## config.mk

```make
export PLATFORM = sky130hd
export DESIGN_NAME = row_input_ctrl
export DESIGN_NICKNAME = d
export VERILOG_FILES = /design/src/rtl/row_input_ctrl.sv
export SDC_FILE = /design/constraint.sdc
export NUM_CORES = 1
export LEC_CHECK = 0
export BUFFER_PORTS_ARGS = -buffer_cell sky130_fd_sc_hd__clkbuf_2
export CAP_MARGIN = 30
export CORE_MARGIN = 2
export CORE_UTILIZATION = 25
export CTS_CLUSTER_DIAMETER = 80
export CTS_CLUSTER_SIZE = 8
export DETAILED_ROUTE_END_ITERATION = 7
export PLACE_DENSITY = 0.36
export SYNTH_ARGS = -nofsm -noshare
export SYNTH_HDL_FRONTEND = slang
export SYNTH_SLANG_ARGS = --single-unit
```

## constraint.sdc

```tcl
create_clock -name clk -period 7.7 [get_ports clk]
set_clock_uncertainty 0.15 [all_clocks]
set_input_delay 0.385 -clock clk [delete_from_list [all_inputs] [get_ports clk]]
set_output_delay 0.385 -clock clk [all_outputs]
set_load 0.01 [all_outputs]
```

## src/rtl/row_input_ctrl.sv

```systemverilog
`default_nettype none
// ============================================================================
// row_input_ctrl : packs 32-bit host words into 8-byte row vectors, queues
//                  them, and feeds them skewed into a systolic array edge.
// Optional ROW_FLUSH_EN adds a flush port that pushes a half-filled vector.
// Revision 1.0
// ============================================================================
module row_input_ctrl #(
    parameter int DEPTH = 4
) (
    input  logic        clk,
    input  logic        rst,
    input  logic [31:0] in_w,
    input  logic        wvalid,
    output logic        wready,
    input  logic        step,
`ifdef ROW_FLUSH_EN
    input  logic        flush,
`endif
    output logic [7:0]  out_r [0:7],
    output logic        out_v [0:7],
    output logic        busy
);

    localparam int        AW       = (DEPTH > 1) ? $clog2(DEPTH) : 1;
    localparam logic [AW:0] FULL_CNT = (AW + 1)'(DEPTH);

    logic          half;
    logic [31:0]   lo_word;
    logic [63:0]   mem [0:DEPTH-1];
    logic [AW-1:0] wptr;
    logic [AW-1:0] rptr;
    logic [AW:0]   count;

    logic          full;
    logic          empty;
    logic          xfer;
    logic          word_push;
    logic          flush_push;
    logic          push;
    logic          pop;
    logic [63:0]   push_data;
    logic [63:0]   head;
    logic [7:0]    lane_busy;

    assign full   = (count == FULL_CNT);
    assign empty  = (count == '0);
    // Registered count only: a pop in this cycle does not open wready early.
    assign wready = ~(half & full);
    assign xfer   = wvalid & wready;

    assign word_push = xfer & half;
`ifdef ROW_FLUSH_EN
    assign flush_push = flush & half & ~xfer & ~full;
`else
    assign flush_push = 1'b0;
`endif
    assign push      = word_push | flush_push;
    assign push_data = word_push ? {in_w, lo_word} : {32'h0, lo_word};
    assign pop       = step & ~empty;
    assign head      = mem[rptr];

    always_ff @(posedge clk) begin
        if (rst) begin
            half    <= 1'b0;
            lo_word <= '0;
            wptr    <= '0;
            rptr    <= '0;
            count   <= '0;
        end else begin
            if (xfer && !half) begin
                lo_word <= in_w;
                half    <= 1'b1;
            end
            if (push) begin
                half <= 1'b0;
                wptr <= wptr + 1'b1;
            end
            if (pop) begin
                rptr <= rptr + 1'b1;
            end
            case ({push, pop})
                2'b10:   count <= count + 1'b1;
                2'b01:   count <= count - 1'b1;
                default: count <= count;
            endcase
        end
    end

    always_ff @(posedge clk) begin
        if (!rst && push) begin
            mem[wptr] <= push_data;
        end
    end

    // Lane k is a (k+1)-deep shift chain; its last stage drives the array edge.
    for (genvar k = 0; k < 8; k++) begin : g_lane
        logic [7:0] d [0:k];
        logic       v [0:k];
        logic       any_v;

        always_ff @(posedge clk) begin
            if (rst) begin
                for (int j = 0; j <= k; j++) begin
                    d[j] <= 8'h00;
                    v[j] <= 1'b0;
                end
            end else if (step) begin
                d[0] <= pop ? head[8*k +: 8] : 8'h00;
                v[0] <= pop;
                for (int j = 1; j <= k; j++) begin
                    d[j] <= d[j-1];
                    v[j] <= v[j-1];
                end
            end
        end

        always_comb begin
            any_v = 1'b0;
            for (int j = 0; j <= k; j++) begin
                any_v = any_v | v[j];
            end
        end

        assign out_r[k]     = d[k];
        assign out_v[k]     = v[k];
        assign lane_busy[k] = any_v;
    end

    assign busy = half | ~empty | (|lane_busy);

endmodule
`default_nettype wire

```

# --- Word level (Yosys, flattened, before mapping) ---
# Memories as Yosys holds them, arrays and structs flattened. A register that Yosys moved wholly into a read port is not among the register bits.
# Cells that the tools add are included.
word_totals:
  regBits: 40
  ram_bits: 580
  output_inout_bits: 74
  mem_count: 17
op_classes:
  add_sub_neg: 4
  n_eq_ne: 3
  muxes: 93
  bitwise: 106
  n_reduce_logical: 10
mem_list:
  columns: ["memory", "words", "word_bits", "read_ports", "rd_ports_with_merged_regs", "wr", "line", "rtl"]
  rows:
  - ["mem", 4, 64, 1, 1, 1, "30", "logic [63:0] mem [0:DEPTH-1];"]
  - ["g_lane[7].d", 8, 8, 8, 0, 8, "98", "logic [7:0] d [0:k];"]
  - ["g_lane[6].d", 7, 8, 7, 0, 7, "98", null]
  - ["g_lane[5].d", 6, 8, 6, 0, 6, "98", null]
  - ["g_lane[4].d", 5, 8, 5, 0, 5, "98", null]
  - ["g_lane[3].d", 4, 8, 4, 0, 4, "98", null]
  - ["+11 memories", null, null, null, null, null, null, null]
ops:
  columns: ["op", "count"]
  rows:
  - ["$mux W8", 44]
  - ["$or A1 B1 Y1", 100]
  - ["$mux W64", 1]
  - ["$mux W1", 45]
  - ["$reduce_or A8 Y1", 2]
  - ["$pmux W3 S2", 1]
  - ["$add A2 B1 Y2 const B", 2]
  - ["$and A1 B1 Y1", 4]
  - ["$mux W2", 2]
  - ["$add A3 B1 Y3 const B", 1]
  - ["$eq A3 B3 Y1 const B", 1]
  - ["$logic_not A3 Y1", 1]
  - ["$sub A3 B1 Y3 const B", 1]
  - ["$eq A2 B1 Y1 const B", 1]
  - ["$eq A2 B2 Y1 const B", 1]
  - ["$logic_and A1 B1 Y1", 2]
  - ["$logic_not A1 Y1", 2]
  - ["$not A1 Y1", 2]
  - ["$reduce_bool A2 Y1", 1]
  - ["$reduce_or A2 Y1", 1]
  - ["$reduce_or A1 Y1", 1]

# --- Logic depth before layout (Yosys ltp) ---
# An unclocked memory read counts as a cell.
depth:
  word_depth: 10
  depth_mapped: 9

# --- Worst setup path before layout ---
# Ideal clock, no wire load.
synth_timing:
  path_kind: "reg-to-reg"
  from: "register count[0]"
  to: "memory mem[1][0] (enable)"
  setup_ps: 578
  arrival_ps: 5509
  setup_slack_ps: 1463
  stages_incl_launch_ff: 5
  n_path_buf: 0
  period_less_slack_ps: 6237
  cell_sequence: "dfxtp_1 nor2_1 a21oi_4 inv_2 nor3b_1"
synth_between:
  elab_chain_len: 8
synth_lines:
  columns: ["item", "line", "rtl"]
  rows:
  - ["start, declared", "33", "logic [AW:0] count;"]
  - ["start signal, assigned", "83", "2'b10: count <= count + 1'b1;"]
  - ["start signal, assigned", "84", "2'b01: count <= count - 1'b1;"]
  - ["start signal, assigned", "85", "default: count <= count;"]
  - ["$eq A3 B3 Y1", "46", "assign full = (count == FULL_CNT);"]
  - ["$and A1 B1 Y1", "49", "assign wready = ~(half & full);"]
  - ["$not A1 Y1", "49", null]
  - ["$and A1 B1 Y1", "50", "assign xfer = wvalid & wready;"]
  - ["$and A1 B1 Y1", "52", "assign word_push = xfer & half;"]
  - ["$logic_and A1 B1 Y1", "91", "if (!rst && push) begin"]
  - ["$mux W1", "91", null]
  - ["$mux W1 (not written as such)", "92", "mem[wptr] <= push_data;"]
  - ["end, declared", "30", null]
# Every way passes these cells.

==> impl_results.md <==
- Htree depth: 3
- Clk Tree Root Cell: clkbuf_16
- RSZ-0062 raised after global routing: false
- Post-CTS Setup Repair Bufs: 0
- Pin count of the biggest net entering global routing: between 150 and 200
- # clock sinks: about 600
- R2R Path End: mem[1][51]$_DFFE_PP_
- Register area: roughly 0.018 mm2
- Vias/cell: about 3.9
- Post-synthesis mux area share: under 10%
- Critical path launch point: g_lane[4].v[0][4]$_SDFFCE_PN0P_
- Slew @ Worst Pin: between 1000 and 1500 ps
- Starting Density: between 20% and 30%
- Slowest stage cell, crit path: nor4_1
- Clock Power Share: 43.6%
- Gates resized, CTS repair: 0
- Worst r2r path cells: 7
- CTS tree: built
- Final Max Tran Viols: 0
- Die W: between 300 and 400 um
- Worst setup EP type: output port
- Area of the multi-input gates: 0.00435 mm2
- Max Cap Violations: 0
- Boundary pin count: 110
- Register bit total from synthesis: between 600 and 700
- Die Y: ~300 um
- Final Hold Fails: 0
- EDFF count, synth: around 560
- FF-to-FF setup slack: 4600 ps
- CP cell instances: nor4_1 -> buf_2 -> and3_1 -> nand3_1 -> clkbuf_2
- Relative slew margins: about 29%
- Setup violators final: 0
- Largest family of logic cells by synthesized area: simple AND/OR/NAND/NOR gates
- WL per Instance: between 15 and 20 um
- Most common cell after layout, fill and taps aside: edfxtp_1
- Remaining antenna violation count: 0
- Worst IR Drop VDD: 0.000154 V
- Most frequent cells in the layout: 559 x edfxtp_1, 307 x and2_1, 108 x clkbuf_2
- DRT iter0 DRCs: 596
- IO Port Bufs: between 100 and 150
- Row cnt: 110
- Post-CTS Hold Buffers: 33
- Max Freq: 309 MHz
- Seq/Total Area, Yosys: 78.1%
- Xor/xnor cell area share of the yosys netlist: 0.116%
- Mapped Cells: roughly 1300
- Clock latency on the worst-skew pair: roughly 630 ps
- Total gr overflow: 0
- CP Class: reg2out
- Final Cycle Share: a little over two fifths
- Core Area: between 0.08 and 0.09 mm2
- Total detailed-routing wirelength: 47700 um
- Sw Pwr: 1.83 mW
- NumNets Final: about 1400
- Internal power: 6.14 mW
- CTS clk-pin slew, worst paths: about 50 ps
- Adder-Cell Fraction of Synth Area: less than 1%
- Bufs on Longest Clock Path: 3
- Finished Core Util: 30.1%
- Die Area: 0.0927 mm2
- DRT Pass-1 Iters: 4
- First-pass GRT wire length: ~73000 um
- Worst hold path type: in2reg
- Syn nets: roughly 1300
- Vias: ~10000
- Tmin final: between 3000 and 4000 ps
- Vias in the first global route: 11300
- CP Capture Point: busy
- Mapped Avg Cell Area: ~18 um2
- Synth Area in Compound Gates: less than 1%
- All-Layer GR Usage: a little over a tenth
- Switching portion of total power: around 23%
- Area grow syn2layout: 19.9%
- Critical-path maximum fanout: 3
- Critical Path RT: around 7000 ps
- Initial antenna violation count: 5
- Post-route setup TNS: 0 ps
- Mapped Area: 0.0226 mm2
- Leakage: between 9 and 10 nW
- CTS Buf Count: 86
- CP startpoint kind: flop
- Post-DP HPWL: 26600 um
- Power Density: a little under 300 mW/mm2
- Layout cell share with drive strength beyond 1: 21.0%
- DRC: 0
- Yosys warning count: 0
- Ys flop type: edfxtp_1
- Status: complete, no violations
- Critical path's largest stage delay: about 720 ps
- Proportion of power drawn by combinational gates: between 7 and 8%
- Arr. time, crit path: 2700 ps
- Seq pwr share: approximately half
- Tot Pwr: 7.97 mW
- Fillers: a little under 9000
- R2r startpoint: half$_SDFFE_PP0P_
- Post-Synth Simple-Gate Area: ~11%
- FFs w/ async S/R, synth: 0%
- Cell variety after synth: 34
- Final Wtd Congestion: around 0.67
cell usage after synthesis, types with 5 or more instances:
master,instances,area (um2)
a21oi_1,35,175
and2_1,307,1920
buf_2,15,75.1
buf_4,39,293
buf_6,7,78.8
clkbuf_1,34,128
clkbuf_2,6,30.0
dfxtp_1,42,841
edfxtp_1,559,16800
ha_1,5,62.6
inv_1,6,22.5
mux4_2,60,1350
nand2_1,66,248
nor2_1,9,33.8
nor2b_1,29,181
power by group through the flow:
stage	Sequential (mW)	Combinational, mW	Clock, mW
finish	3.87	0.623	3.47
global route	3.90	0.688	3.74
CTS	3.88	0.643	3.61
detailed placement	3.94	0.628	0
global placement	3.94	0.625	0
floorplan	3.87	0.485	0
layout make-up:
class,count,share of cell area (%)
inverters,7,0.0971
diodes,2,0.0185
clock inverters,10,0.712
repair buffers,164,4.04
multi-input cells,545,16.1
clock buffers,117,8.42
well taps,1176,5.44
flip-flops and latches,601,65.2
logic make-up after synthesis:
| logic type | after synthesis |
|---|---|
| compound gates | 39 |
| xor+xnor | 3 |
| fa+ha+maj | 6 |
| buf+inv | 108 |
| flops | 601 |
| mux | 66 |
| simple gates | 431 |
per-stage QoR:
step,hold slack (ps),instances,area [um2],setup WS (ps)
finish,27.9,2622,27100,4470
global route,24.5,2620,27000,4350
floorplan,309,1254,22600,1460
CTS,10.9,2619,27000,4490
global placement,316,2457,24200,4370
detailed placement,329,2459,24200,4220
worst min-delay path by stage:
stage / slack, ps / endpoint / from / cells after the start
floorplan: 310 / flop / rptr[1]$_SDFFE_PP0N_ / 2
global placement: 320 / flop / rptr[1]$_SDFFE_PP0N_ / 2
detailed placement: 330 / flop / rptr[1]$_SDFFE_PP0N_ / 2
CTS: 10 / flop / rst / 2
global route: 20 / count[0]$_SDFFE_PP0P_ / rst / 2
finish: 30 / flop / rst / 2
registers in the layout, summed over array words and instances, names as in the netlist, named ones only:
name      cells
count         3
wptr          2
lo_word      32
g_lane.v     15
mem         256
rptr          2
half          1
g_lane.d    288
metal layers:
layer / up-vias / global-route usage [%] / wire, um
met5: - / 0 / 0
met4: 0 / 3.73 / 964
met3: 68 / 2.22 / 2260
met2: 217 / 15.8 / 21300
met1: 5206 / 14.7 / 23200
li1: 4858 / - / -
critical path, delay by kind of cell, from the launching register on:
kind | cells | cell delay (ps)
buffers and inverters | 2 | 470
DFF | 1 | 590
and+or+nand+nor | 3 | 1000
Note: power is estimated with default switching activity, not from simulation.
